### src/rtl/seg_scan.sv
// seg_scan -- time-multiplexed seven-segment display driver.
//
// Scans up to eight common-anode digits one slot at a time. The digit values,
// the enable mask and the decimal points are captured once per frame, so a
// frame never shows a mix of old and new values. Each slot opens with a
// blanking window during which all anodes are off, which suppresses ghosting
// while the segment lines settle.
//
// Ports:
//   clk        system clock
//   rstn       synchronous active-low reset
//   data       hex nibble per digit, digit i = data[4i+3:4i]
//   digit_en   1 = digit i lit, 0 = digit i kept dark
//   dp         1 = decimal point of digit i on
//   an         anode selects, active-low, at most one bit low
//   seg        segments a..g on seg[0]..seg[6], active-low
//   dp_n       decimal point, active-low
//   frame_done one-cycle pulse after the edge that captures a new frame
module seg_scan #(
  parameter int DIGITS    = 8,
  parameter int SCAN_CNT  = 100000,
  parameter int BLANK_CNT = 1000
) (
  input  logic                  clk,
  input  logic                  rstn,
  input  logic [4*DIGITS-1:0]   data,
  input  logic [DIGITS-1:0]     digit_en,
  input  logic [DIGITS-1:0]     dp,
  output logic [DIGITS-1:0]     an,
  output logic [6:0]            seg,
  output logic                  dp_n,
  output logic                  frame_done
);

  localparam logic [19:0] LAST_CNT  = 20'(SCAN_CNT - 1);
  localparam logic [19:0] BLANK_LEN = 20'(BLANK_CNT);
  localparam logic [2:0]  LAST_IDX  = 3'(DIGITS - 1);

  // Scan position: slot counter and digit index.
  logic [19:0]         r_cnt;
  logic [2:0]          r_idx;

  // Per-frame snapshot of the inputs.
  logic [4*DIGITS-1:0] r_data;
  logic [DIGITS-1:0]   r_en;
  logic [DIGITS-1:0]   r_dp;

  logic                w_slotEnd;
  logic                w_frameEnd;
  logic [3:0]          w_nibble;
  logic                w_digEn;
  logic                w_dpSel;
  logic [DIGITS-1:0]   w_anLit;
  logic [6:0]          w_segPat;
  logic                w_blank;

  assign w_slotEnd  = (r_cnt == LAST_CNT);
  assign w_frameEnd = w_slotEnd && (r_idx == LAST_IDX);

  // Select the snapshot fields of the current digit. A compare loop is used
  // instead of a variable part-select so the index width never matters.
  always_comb begin
    w_nibble = 4'h0;
    w_digEn  = 1'b0;
    w_dpSel  = 1'b0;
    w_anLit  = '1;
    for (int i = 0; i < DIGITS; i++) begin
      if (r_idx == 3'(i)) begin
        w_nibble   = r_data[4*i +: 4];
        w_digEn    = r_en[i];
        w_dpSel    = r_dp[i];
        w_anLit[i] = 1'b0;
      end
    end
  end

  // Hex to active-low segment pattern (g..a).
  always_comb begin
    w_segPat = 7'h7F;
    case (w_nibble)
      4'h0: w_segPat = 7'h40;
      4'h1: w_segPat = 7'h79;
      4'h2: w_segPat = 7'h24;
      4'h3: w_segPat = 7'h30;
      4'h4: w_segPat = 7'h19;
      4'h5: w_segPat = 7'h12;
      4'h6: w_segPat = 7'h02;
      4'h7: w_segPat = 7'h78;
      4'h8: w_segPat = 7'h00;
      4'h9: w_segPat = 7'h10;
      4'hA: w_segPat = 7'h08;
      4'hB: w_segPat = 7'h03;
      4'hC: w_segPat = 7'h46;
      4'hD: w_segPat = 7'h21;
      4'hE: w_segPat = 7'h06;
      4'hF: w_segPat = 7'h0E;
      default: w_segPat = 7'h7F;
    endcase
  end

  assign w_blank = (r_cnt < BLANK_LEN) || !w_digEn;

  // Outputs are registered from the current position, so they trail the
  // position counter by one cycle. The snapshot loads on the last cycle of a
  // frame; that cycle still decodes from the old snapshot because the new
  // values only become visible once the frame has wrapped.
  always_ff @(posedge clk) begin
    if (!rstn) begin
      r_cnt      <= '0;
      r_idx      <= '0;
      r_data     <= data;
      r_en       <= digit_en;
      r_dp       <= dp;
      an         <= '1;
      seg        <= 7'h7F;
      dp_n       <= 1'b1;
      frame_done <= 1'b0;
    end else begin
      if (w_blank) begin
        an   <= '1;
        seg  <= 7'h7F;
        dp_n <= 1'b1;
      end else begin
        an   <= w_anLit;
        seg  <= w_segPat;
        dp_n <= ~w_dpSel;
      end

      if (w_slotEnd) begin
        r_cnt <= '0;
        r_idx <= w_frameEnd ? 3'd0 : r_idx + 3'd1;
      end else begin
        r_cnt <= r_cnt + 20'd1;
      end

      if (w_frameEnd) begin
        r_data <= data;
        r_en   <= digit_en;
        r_dp   <= dp;
      end

      frame_done <= w_frameEnd;
    end
  end

endmodule
### config.mk
export PLATFORM = sky130hd
export DESIGN_NAME = seg_scan
export DESIGN_NICKNAME = d
export VERILOG_FILES = /design/src/rtl/seg_scan.sv
export SDC_FILE = /design/constraint.sdc
export NUM_CORES = 1
export LEC_CHECK = 0
export BUFFER_PORTS_ARGS = -buffer_cell sky130_fd_sc_hd__buf_4
export CAP_MARGIN = 40
export CORE_ASPECT_RATIO = 1.25
export CORE_UTILIZATION = 46
export DETAILED_ROUTE_END_ITERATION = 8
export GPL_TIMING_DRIVEN = 0
export PLACE_DENSITY = 0.68
export SLEW_MARGIN = 20
export SYNTH_ARGS = -nofsm -noshare
export SYNTH_HDL_FRONTEND = slang
export SYNTH_SLANG_ARGS = --single-unit
### constraint.sdc
create_clock -name clk -period 3 [get_ports clk]
set_input_delay 0.75 -clock clk [delete_from_list [all_inputs] [get_ports clk]]
set_output_delay 0.75 -clock clk [all_outputs]
set_load 0.05 [all_outputs]
==> flow_summary.toml, run 1 <==
[floorplanning]
io_pins = 67
initial_core_util_pct = 48.1
rows = 36
fp.coreArea_mm2 = 0.00793
dieArea_mm2 = 0.00866
die_w_um = 83.4
die_y_um = 104

[worst_setup_path]
r2r-end = "seg[5]"
worstSetupStartpoint = "r_idx[1]"
crit_path_start_kind = "flip-flop"
rr_startpoint = "r_idx[1]"
reg2reg_depth = 13
path_cells = "inv_1, ha_1, buf_4, buf_2, a221o_1, a311oi_1, o21ai_2, buf_4, ha_1, inv_1, nor2_1, a21oi_1, o211ai_1"
cp-endpoint = "seg[5]"
cp-end-kind = "flip-flop"
cp.arrival_ps = 3000
cpPeakStageDelay_ps = 380
critPathMaxFanout = 10
ff2ff_setup_slack_ps = 220
critical_path.slowest_cell = "dfxtp_1"
critPathKind = "reg2reg"
crit_required_ps = 3220

[final_layout]
antenna_cells = 0
finish.instance_area_mm2 = 0.00469
fin_nets = 481
area_growth_pct = 22.9
drive_gt1_share_pct = 24.6
final_util_pct = 59.1

[power_and_ir_drop]
powerDensity_mw_per_mm2 = 497
p_total_uw = 2330
leakage_uw = 0.00180
ir_drop_mv = 0.311

[placed_design]
pre_cts_slack_ps = -440
hpwl_um = 5470
numPortBuffers = 66
place_area_mm2 = 0.00445
gp_congestion = 0.802

[timing]
hold_viol_final = 0
min_period_over_period_pct = 92.6
setup-violations-final = 0
finalCriticalPeriod_ps = 2780
tightest_slew_ps = 516
finalClockSkew_ps = 12.3
final.setup.worst_slack_ps = 221
maxSlewViolCount = 0
fmax_mhz = 360
rsz0062_at_grt = "false"
relSlewSlack_pct = 64.7
whs_ps = 437

[cts]
h-tree-depth = 3
clockRootBuffer = "clkbuf_8"
cts_buffers = 9
clk_latency_ps = 370
clk_path_buf_depth = 2
clkSlewWorstSetupHoldPaths_ps = 80
cts.sinks = 88
hold_buffers = 0
cts_tree = "built"

[global_route]
track_usage_pct = 19.2
gr-total-overflow = 0
grt_max_degree = 34
antenna_found_initial = 0
grt_pass1_vias = 2721
grt_pass1_wl_um = 12800

[detailed_routing]
drc = 0
drt_wl_total_um = 7860
firstDrtPassIters = 5
antenna_left = 0
detail_route.wl_per_cell_um = 15.2
first_iter_violations = 137
via_per_inst = 5.34
vias = 2766

[synthesis]
synthCells = 338
yosys_warnings = 0
ys_types = 54
synth_ff_type = "edfxtp_1"
yosysSeqAreaShare_pct = 58.8
synth_fp_nets = 401
syn_avg_cell_area_um2 = 11.3
synthArstFlopShare_pct = 0
synth_area_mm2 = 0.00381
ys_seq_elements = 88
synth_edf_count = 48

[flow_run]
cap_viol_max_count = 0

[min_path]
holdPathStages = 1
hold_path.class = "reg2reg"

[status]
status = "finished clean"
[Yosys cell counts (4+ instances only)]
cell type	number	area [µm²]
o21ai_0	12	60.1
xnor2_1	7	61.3
a221oi_1	4	35.0
nand2b_1	4	25.0
edfxtp_1	48	1440
nor2_1	32	120
nand4_1	6	37.5
nor2b_1	9	56.3
nand2_1	31	116
a21oi_1	18	90.1
mux2i_1	7	70.1
buf_2	7	35.0
dfxtp_1	40	801
xor2_1	9	78.8
nand3_1	17	85.1
and2_1	5	31.3
ha_1	13	163
inv_1	15	56.3
[worst min-delay path by stage]
stage	from	end	slack [ps]
4_1_cts	r_cnt[0]	r_cnt[0]	440
3_3_place_gp	r_cnt[0]	r_cnt[0]	420
3_5_place_dp	r_cnt[0]	r_cnt[0]	430
6_report	r_cnt[0]	r_cnt[0]	440
5_1_grt	r_cnt[0]	r_cnt[0]	460
2_1_floorplan	r_cnt[0]	r_cnt[0]	410
[flip-flops by register name, summed over array words and instances (netlist names)]
name        flops
r_dp            8
r_data         32
r_cnt          20
r_en            8
r_idx           3
frame_done      1
dp_n            1
seg             7
an              8
[metrics by stage]
| stage | TNS (ps) | cells |
|---|---|---|
| global route | 0 | 518 |
| CTS | 0 | 517 |
| detailed placement | -2170 | 500 |
| finish | 0 | 518 |
| global placement | -15940 | 499 |
| floorplan | 0 | 338 |
[metal layers]
metal,GRT usage [%],share of wire (%),up-vias
met5,0,0,-
met4,12.7,3.8,0
met3,4.06,5.0,19
met2,30.3,48,91
met1,23.7,43,1284
li1,-,-,1372
[power by group]
part,switching [µW],internal [µW]
Clock,405,471
Sequential,13.1,1310
Combinational,57.8,69.8
Total,476,1850
[final cells by class]
cell class / instances / area, µm²
plain buffers: 13 / 91.3
well taps: 95 / 119
inverters: 16 / 61.3
repair buffers: 70 / 538
fillers: 687 / 3240
multi-input cells: 220 / 1430
clock buffers: 13 / 139
clock inverters: 3 / 67.6
flip-flops and latches: 88 / 2240
[cells in the final DEF, fill, tap and decap left out, types with 2 or more instances in the layout]
master	synthesis	routed
ha_1	13	12
a2111oi_0	3	3
nor2b_1	9	9
a221oi_1	4	4
dfxtp_1	40	40
nand3_1	17	17
nand2_1	31	30
nor2_1	32	32
clkbuf_1	2	6
inv_1	15	15
and3_1	2	2
o21bai_1	2	2
edfxtp_1	48	48
o211ai_1	3	3
nand2b_1	4	4
mux2i_1	7	7
buf_12	1	2
nand4_1	6	6
o221ai_1	3	3
xor2_1	9	9
and2_1	5	5
or3_1	2	2
nor3_1	3	3
buf_4	3	72
a21oi_1	18	18
clkbuf_8	0	9
xnor2_1	7	7
o21ai_0	12	11
nor3b_1	2	2
buf_2	7	6
nand3b_1	2	2
bufinv_16	0	2
a221o_1	2	2
[worst max-delay path: cells and delay by family, from the launching register on]
| kind | cells | cell delay, ps |
|---|---|---|
| AO/OA/AOI/OAI | 5 | 1020 |
| buffers and inverters | 5 | 710 |
| AND/OR/NAND/NOR | 1 | 50 |
| flip-flops | 1 | 380 |
| adder cells (fa/ha/maj) | 2 | 480 |
[cells by family after synthesis]
kind of cell               share of synthesized area (%)
xor gates and xnor gates                            3.68
and+or+nand+nor                                     16.5
AOI/OAI and AO/OA                                   10.7
muxes                                               1.84
buffers and inverters                               4.10
DFF                                                 58.8
adders and majority gates                           4.27
[timing repair]
item | 4_1_cts | 5_1_grt
pin swaps | 1 | 1
setup buffers | 1 | 2
setup endpoints to repair | 7 | 4
gates resized for setup | 5 | 0
endpoints found under the hold margin | 0 | 0
Power figures use the tool's default switching activity.
==> run 2: changes to the inputs <==
--- a/config.mk
+++ b/config.mk
@@ -13,3 +13,3 @@
 export GPL_TIMING_DRIVEN = 0
-export PLACE_DENSITY = 0.68
+export PLACE_DENSITY = 0.74
 export SLEW_MARGIN = 20
==> constraint.sdc (replaced) <==
create_clock -name clk -period 3 [get_ports clk]
set_input_delay 0.6 -clock clk [delete_from_list [all_inputs] [get_ports clk]]
set_output_delay 0.6 -clock clk [all_outputs]
set_load 0.05 [all_outputs]
==> flow_summary.toml, run 2 (synthesis results as in run 1) <==
[cts]
hold_buffers = 0
clk_latency_ps = 360
cts_tree = "built"
cts.sinks = 88
h-tree-depth = 3
clkSlewWorstSetupHoldPaths_ps = 80
clk_path_buf_depth = 2
cts_buffers = 9
clockRootBuffer = "clkbuf_8"

[timing]
hold_viol_final = 0
setup-violations-final = 0
final.setup.worst_slack_ps = 185
finalClockSkew_ps = 6.92
tightest_slew_ps = 550
min_period_over_period_pct = 93.8
fmax_mhz = 355
relSlewSlack_pct = 62.4
rsz0062_at_grt = "false"
maxSlewViolCount = 0
finalCriticalPeriod_ps = 2820

[detailed_routing]
antenna_left = 0
via_per_inst = 5.40
drt_wl_total_um = 7900
drc = 0
detail_route.wl_per_cell_um = 15.2
first_iter_violations = 119
firstDrtPassIters = 4
vias = 2799

[placed_design]
pre_cts_slack_ps = -372
gp_congestion = 0.847
numPortBuffers = 66
hpwl_um = 5640

[worst_setup_path]
critical_path.slowest_cell = "dfxtp_1"
critPathMaxFanout = 10
crit_family = "compound AO/OA/AOI/OAI gates"
cpPeakStageDelay_ps = 340
crit_required_ps = 3220
crit_path_start_kind = "flip-flop"
crit_buf_inv = 4
ff2ff_setup_slack_ps = 180
cp.arrival_ps = 3040
critPathKind = "reg2reg"
path_cells = "buf_2, clkinv_2, ha_2, buf_2, a21oi_1, a21oi_1, a311oi_2, o31a_1, inv_1, ha_1, and2_1, o21bai_1, nand4_1"
cp-end-kind = "flip-flop"

[final_layout]
drive_gt1_share_pct = 25.5
layout_commonest_cell = "buf_4"
largest_reg_flops = 32
area_growth_pct = 23.0
max_flop_register = "r_data"
fin_nets = 481
layout_common_cells = "71 x buf_4, 48 x edfxtp_1, 40 x dfxtp_1"
antenna_cells = 0
reg.largest.list = "r_data: 32 flops, r_cnt: 20 flops"
final_util_pct = 59.1

[floorplanning]
die_y_um = 104
dieArea_mm2 = 0.00866
initial_core_util_pct = 48.1
rows = 36
io_pins = 67
fp.coreArea_mm2 = 0.00793
die_w_um = 83.4

[global_route]
grt_max_degree = 34
gr-total-overflow = 0
track_usage_pct = 19.1
antenna_found_initial = 0
grt_pass1_wl_um = 12800
grt_pass1_vias = 2722

[power_and_ir_drop]
ir_drop_mv = 0.352
powerDensity_mw_per_mm2 = 487
leakage_uw = 0.00181
p_total_uw = 2280

[status]
status = "finished clean"

[flow_run]
cap_viol_max_count = 0

[min_path]
hold_path.class = "in2reg"
-- run 2: changes by cell type in the layout (fill, tap and decap cells not counted), sizes merged --
cell / delta
bufinv: -2
clkbuf: -1
clkinv: +3
-- run 2: path summary, 6_finish.rpt --
kind            start         to  depth (start not counted)
max          r_idx[2]     seg[0]                         13
min           data[4]  r_data[4]                          1
max reg2reg  r_idx[2]     seg[0]                         13
min reg2reg  r_cnt[0]   r_cnt[0]                          1
-- run 2: cell type report --
| cell class | count | area (µm²) |
|---|---|---|
| Clock buffer | 12 | 188 |
| Inverter | 16 | 61.3 |
| Sequential cell | 88 | 2240 |
| Multi-Input combinational cell | 220 | 1430 |
| Timing Repair Buffer | 69 | 531 |
| Clock inverter | 4 | 22.5 |
| Fill cell | 684 | 3240 |
| Buffer | 14 | 96.3 |
| Tap cell | 95 | 119 |
-- run 2: power by group --
group	leakage [µW]	internal (µW)	switching (µW)
Sequential	0.000793	1310	14.2
Clock	0.000108	420	409
Combinational	0.000906	69.1	57.3
Total	0.00181	1800	480
-- run 2: repair_timing --
| action | 4_1_cts | 5_1_grt |
|---|---|---|
| endpoints found under the setup margin | 7 | 5 |
| setup buffers | 1 | 1 |
| resized for setup | 4 | 1 |
| pin swaps | 1 | 1 |
| cloned | 0 | 0 |
-- run 2: metrics by stage --
stage,cell area [µm²],instances,TNS (ps),hold slack (ps)
4_1_cts,4680,517,0,385
3_5_place_dp,4450,500,-1830,443
3_3_place_gp,4430,499,-14410,419
5_1_grt,4690,518,0,378
6_report,4690,518,0,407
2_1_floorplan,3810,338,0,410
-- run 2: worst reg2reg max path, delay by kind of cell, from the launching register on --
| kind | cells | cell delay (ps) |
|---|---|---|
| simple gates | 2 | 280 |
| fa+ha+maj | 2 | 510 |
| flops | 1 | 340 |
| buf+inv | 4 | 700 |
| compound gates | 5 | 860 |
-- run 2: metal layers --
| layer | share of wire [%] | GRT usage, % | routed length [µm] | vias to the layer above |
|---|---|---|---|---|
| li1 | - | - | - | 1375 |
| met1 | 40 | 21.8 | 3160 | 1323 |
| met2 | 53 | 33.4 | 4170 | 90 |
| met3 | 5.9 | 5.50 | 466 | 11 |
| met4 | 1.3 | 7.51 | 104 | 0 |
| met5 | 0 | 0 | 0 | - |
